### src/rtl/tug_input_conditioner.sv
// Two-player button front end: per-key synchronizer and debounce FSM, then a shared
// output stage that gates presses with enable and turns simultaneous presses into a tie.
module tug_input_conditioner #(
    parameter int DEBOUNCE_CYCLES = 4
) (
    input  logic clk,
    input  logic reset,
    input  logic key_l_n,
    input  logic key_r_n,
    input  logic enable,
    output logic L,
    output logic R,
    output logic tie
);

    localparam int CW = $clog2(DEBOUNCE_CYCLES + 1);
    localparam logic [CW-1:0] CNT_MAX = CW'(DEBOUNCE_CYCLES);
    localparam logic [CW-1:0] CNT_ONE = CW'(1);

    typedef enum logic [1:0] {
        RELEASED,
        PRESS_PEND,
        PRESSED,
        REL_PEND
    } state_t;

    logic [1:0] key_n;
    logic [1:0] acc;

    assign key_n = {key_r_n, key_l_n};

    // Channel 0 is the left key, channel 1 the right key.
    generate
        for (genvar gi = 0; gi < 2; gi++) begin : g_chan
            logic          sync1_q;
            logic          sync2_q;
            logic          s;
            state_t        state_q;
            logic [CW-1:0] cnt_q;
            logic          acc_q;

            assign s       = ~sync2_q;
            assign acc[gi] = acc_q;

            always_ff @(posedge clk) begin
                if (reset) begin
                    sync1_q <= 1'b1;
                    sync2_q <= 1'b1;
                end else begin
                    sync1_q <= key_n[gi];
                    sync2_q <= sync1_q;
                end
            end

            always_ff @(posedge clk) begin
                if (reset) begin
                    state_q <= RELEASED;
                    cnt_q   <= '0;
                    acc_q   <= 1'b0;
                end else begin
                    acc_q <= 1'b0;
                    case (state_q)
                        RELEASED: begin
                            if (s) begin
                                state_q <= PRESS_PEND;
                                cnt_q   <= CNT_ONE;
                            end
                        end
                        PRESS_PEND: begin
                            if (!s) begin
                                state_q <= RELEASED;
                                cnt_q   <= '0;
                            end else if (cnt_q == CNT_MAX) begin
                                state_q <= PRESSED;
                                acc_q   <= 1'b1;
                                cnt_q   <= '0;
                            end else begin
                                cnt_q <= cnt_q + CNT_ONE;
                            end
                        end
                        // A held key stays here; only a debounced release re-arms the channel.
                        PRESSED: begin
                            if (!s) begin
                                state_q <= REL_PEND;
                                cnt_q   <= CNT_ONE;
                            end
                        end
                        REL_PEND: begin
                            if (s) begin
                                state_q <= PRESSED;
                                cnt_q   <= '0;
                            end else if (cnt_q == CNT_MAX) begin
                                state_q <= RELEASED;
                                cnt_q   <= '0;
                            end else begin
                                cnt_q <= cnt_q + CNT_ONE;
                            end
                        end
                        default: begin
                            state_q <= RELEASED;
                            cnt_q   <= '0;
                        end
                    endcase
                end
            end
        end
    endgenerate

    logic l_q;
    logic r_q;
    logic tie_q;

    // Acceptances while disabled are dropped, never deferred.
    always_ff @(posedge clk) begin
        if (reset) begin
            l_q   <= 1'b0;
            r_q   <= 1'b0;
            tie_q <= 1'b0;
        end else begin
            l_q   <= enable & acc[0] & ~acc[1];
            r_q   <= enable & acc[1] & ~acc[0];
            tie_q <= enable & acc[0] & acc[1];
        end
    end

    assign L   = l_q;
    assign R   = r_q;
    assign tie = tie_q;

endmodule

### config.mk
export PLATFORM = sky130hd
export DESIGN_NAME = tug_input_conditioner
export DESIGN_NICKNAME = d
export VERILOG_FILES = /design/src/rtl/tug_input_conditioner.sv
export SDC_FILE = /design/constraint.sdc
export NUM_CORES = 1
export LEC_CHECK = 0
export CORE_MARGIN = 5
export CORE_UTILIZATION = 51
export DETAILED_ROUTE_END_ITERATION = 10
export PLACE_DENSITY = 0.83
export SYNTH_ARGS = -nofsm -noshare
export SYNTH_HDL_FRONTEND = slang
export SYNTH_SLANG_ARGS = --single-unit
### constraint.sdc
create_clock -name clk -period 1.34 [get_ports clk]
set_input_delay 0.201 -clock clk [delete_from_list [all_inputs] [get_ports clk]]
set_output_delay 0.201 -clock clk [all_outputs]
set_load 0.03 [all_outputs]
# == After elaboration in Yosys (flattened, before gate mapping) ==
# Cells that the tools add are included.
# op_classes
add_sub_neg,2
n_eq_ne,16
muxes,28
bitwise_logic,9
reduce_logical,8
# ops
operator,n
two-way mux 3 bit,10
two-way mux 2 bit,12
one-hot mux 3 bit (4 select lines),2
one-hot mux 2 bit (4 select lines),2
"!= test 3 bit, second input constant",4
"== test 2 bit, second input constant",4
"!= test 2 bit, second input constant",4
AND reduction 4 bit,2
"adder 3 x 1 -> 3 bit, second input constant",2
"== test 3 bit, second input constant",2
OR reduction 3 bit,2
bitwise AND 1 bit,5
"== test 2 x 1 -> 1 bit, second input constant",2
logical NOT 2 bit,2
NOT 1 bit,4
AND reduction 2 bit,2
two-way mux 1 bit,2
# word_totals
regBits,19
inputBits,5
out_inout_bits,3
elab_cells,76

# == Depth between registers and ports, before layout ==
# logic_depth
word_depth,4
depth_mapped,5

# == Worst setup path after synthesis ==
# Ideal clock, no wire load.
# synth_timing
path_kind,register to register
from,reg g_chan[0].cnt_q[0]
to,reg (tool-made name)
setup_time_ps,86
arrival_ps,997
setup_slack_ps,258
path_stages_with_launch,5
n_path_buf,0
synth_period_minus_slack_ps,1082
path_cell_list,dfxtp_1 -> inv_1 -> ha_1 -> and3_1 -> a211oi_1
# synth_lines
element,line_no,source
"start, declared",39,logic [CW-1:0] cnt_q;
"start signal, assigned",78,cnt_q <= cnt_q + CNT_ONE;
"start signal, assigned",96,cnt_q <= cnt_q + CNT_ONE;

==> flow_summary.toml <==
[floorplanning]
die_h_um = 47.79
io_pins = 8
rows = 13
die_w_um = 47.79
die_area_mm2 = 0.002283
coreArea_mm2 = 0.001334
initial_core_util_pct = 54.60

[timing]
tightestPinTransition_ns = 0.3351
period_share_pct = 90.89
final.min_clock_period_ns = 1.218
fin_tns_setup_ns = 0
slew-limit-headroom_pct = 77.50
clock_skew_ns = 0.004779
rsz0062_at_grt = "no"
max_freq_mhz = 821.1
hold_viol = 0
drv_slew = 0
finalSetupViolCount = 0

[global_route]
grt_pass1_wl_um = 2001
grt_max_degree = 12
grt_pass1_vias = 511
use_met2_pct = 19.26
antenna_found_initial = 0
grt-ovfl-total = 0
use_met3_pct = 3.383
top_usage_layer = "met2"
grt.total_usage_pct = 12.93
grt_use_met1_pct = 16.28

[worst_setup_path]
crit_fanout = 4
arrival_ns = 1.44
critPathKind = "reg2reg"
reg2regPathDepth = 4
r2r-start = "g_chan[1].cnt_q[0]"
reg2reg_slack_ns = 0.12
start_kind = "register"
cp-end-kind = "register"
critical_path_required_ns = 1.56

[placed_design]
routabilityCongestion = 0.7258
dpl-instance-area_um2 = 827.0
hpwl_um = 880.7
io_buffer_count = 7

[power]
power.density_mw_per_mm2 = 1082
p_leak_nw = 0.3418
ir_drop_mv = 0.7997

[clock_network]
cts_buffers = 3
clk_pin_slew_ns = 0.11
clock-sinks = 19
clockRootBuffer = "clkbuf_4"
clk_latency_ns = 0.29
cts_setup_buffers = 0
htreeDepth = 1
clockBufferDepth = 2
cts_tree = "done"
cts-resized-gates = 3
holdBufCountCts = 0

[layout]
fillers = 119
drive_above_1_share_pct = 11.36
nNetsFinal = 98
postLayoutCellArea_um2 = 850.8
area_growth_pct = 16.84
antenna_cells = 0

[detailed_routing]
route.detailed.drc = 0
first_pass_iters = 4
wl_um = 1207
wl_per_cell_um = 11.72
via_per_inst = 5.427
via_count = 559
postRouteAntennaNets = 0
drtIter0Drc = 17

[outcome]
status = "completed"

[synthesis]
synth_cell_types = 20
ys_ff_latch = 19
syn-cell-area_um2 = 728.2
ys_seq_area_share_pct = 52.23
synthCells = 76
synth_nets = 85
ys_warn_count = 0
syn_avg_cell_area_um2 = 9.582

[hold_path]
hold_path_end = "g_chan[1].sync2_q"
min_from = "g_chan[1].sync1_q"
min_path_type = "reg2reg"
hold_depth = 1

[run]
maxCapViolCount = 0
## routing by layer
| layer | part of all wire (%) | vias up |
|---|---|---|
| met5 | 0 | - |
| met4 | 1.6 | 0 |
| met3 | 4.2 | 2 |
| met2 | 45 | 10 |
| met1 | 50 | 258 |
| li1 | - | 289 |
## report_power, final
part	total, mW	internal [mW]	leakage, nW	switching, mW
combinational	0.0530	0.0286	0.170	0.0243
clock	0.283	0.111	0.0177	0.172
sequential	0.584	0.575	0.154	0.00923
total	0.921	0.715	0.342	0.206
## stage by stage
stage / hold WS (ns) / utilization, % / total power, mW / setup slack, ns / instances
after global routing: 0.4464 / 63.79 / 0.9587 / 0.02113 / 103
after CTS: 0.4318 / 63.79 / 0.9188 / 0.1207 / 103
after floorplan: 0.2783 / - / 0.6250 / 0.2577 / 76
final: 0.4297 / 63.79 / 0.9205 / 0.1221 / 103
after detailed placement: 0.4116 / 62.01 / 0.6498 / 0.03926 / 99
after global placement: 0.3931 / 62.01 / 0.6471 / 0.08421 / 99
## worst max-delay path by stage
stage | start | to | slack, ns | depth (start not counted)
final | g_chan[1].cnt_q[0] | register | 0.12 | 4
after global routing | g_chan[1].cnt_q[0] | register | 0.02 | 4
after CTS | tie | tie | 0.12 | 1
after detailed placement | reset | g_chan[0].acc_q | 0.04 | 3
after global placement | reset | g_chan[1].acc_q | 0.08 | 3
after floorplan | g_chan[0].cnt_q[0] | register | 0.26 | 4
## final cells by class
type                            count  area [um2]  area share (%)
Clock buffer                        3       22.52           2.647
Inverter                            6       22.52           2.647
Sequential cell                    19       380.4           44.71
Multi-Input combinational cell     50       320.3           37.65
Tap cell                           15       18.77           2.206
Clock inverter                      1       5.005          0.5882
Timing Repair Buffer                9       81.33           9.559
## cells by family after synthesis
logic type | Yosys count | share of synthesized area (%)
buffers and inverters | 7 | 3.779
AND/OR/NAND/NOR | 32 | 24.06
AO/OA/AOI/OAI | 10 | 8.246
adder cells (fa/ha/maj) | 4 | 6.873
flip-flops | 19 | 52.23
XOR/XNOR | 4 | 4.812
## synth_stat cells
cell | instances | area, um2
dfxtp_1 | 19 | 380.4
a31oi_1 | 2 | 12.51
o22ai_1 | 2 | 12.51
nor4b_1 | 2 | 17.52
or2_2 | 4 | 25.02
a211oi_1 | 2 | 15.01
xnor2_1 | 2 | 17.52
and3_1 | 3 | 18.77
buf_2 | 1 | 5.000
nor3_1 | 2 | 10.01
ha_1 | 4 | 50.05
nor2_1 | 8 | 30.03
nand4b_1 | 2 | 17.52
nand3_1 | 6 | 30.03
inv_1 | 6 | 22.52
nor2b_1 | 1 | 6.260
nand2_1 | 2 | 7.510
a21oi_1 | 4 | 20.02
nand4_1 | 2 | 12.51
xor2_1 | 2 | 17.52
## critical path, stage by stage, from the launching register on
cell	delay (ns)
dfxtp_1	0.40
inv_1	0.06
ha_1	0.23
and3_1	0.23
a211oi_1	0.22
## layout by cell type (no fill, tap or decap), types with 2 or more instances in the layout
master | Yosys | layout
dfxtp_1 | 19 | 19
nor2_1 | 8 | 8
inv_1 | 6 | 6
nand3_1 | 6 | 6
or2_2 | 4 | 4
a21oi_1 | 4 | 4
ha_1 | 4 | 4
clkdlybuf4s50_1 | 0 | 4
and3_1 | 3 | 3
clkbuf_4 | 0 | 3
dlygate4sd2_1 | 0 | 3
xor2_1 | 2 | 2
nor3_1 | 2 | 2
a211oi_1 | 2 | 2
xnor2_1 | 2 | 2
nand4_1 | 2 | 2
nand4b_1 | 2 | 2
a31oi_1 | 2 | 2
nor4b_1 | 2 | 2
nand2_1 | 2 | 2
o22ai_1 | 2 | 2
buf_4 | 0 | 2
(Power assumes the default switching activity.)
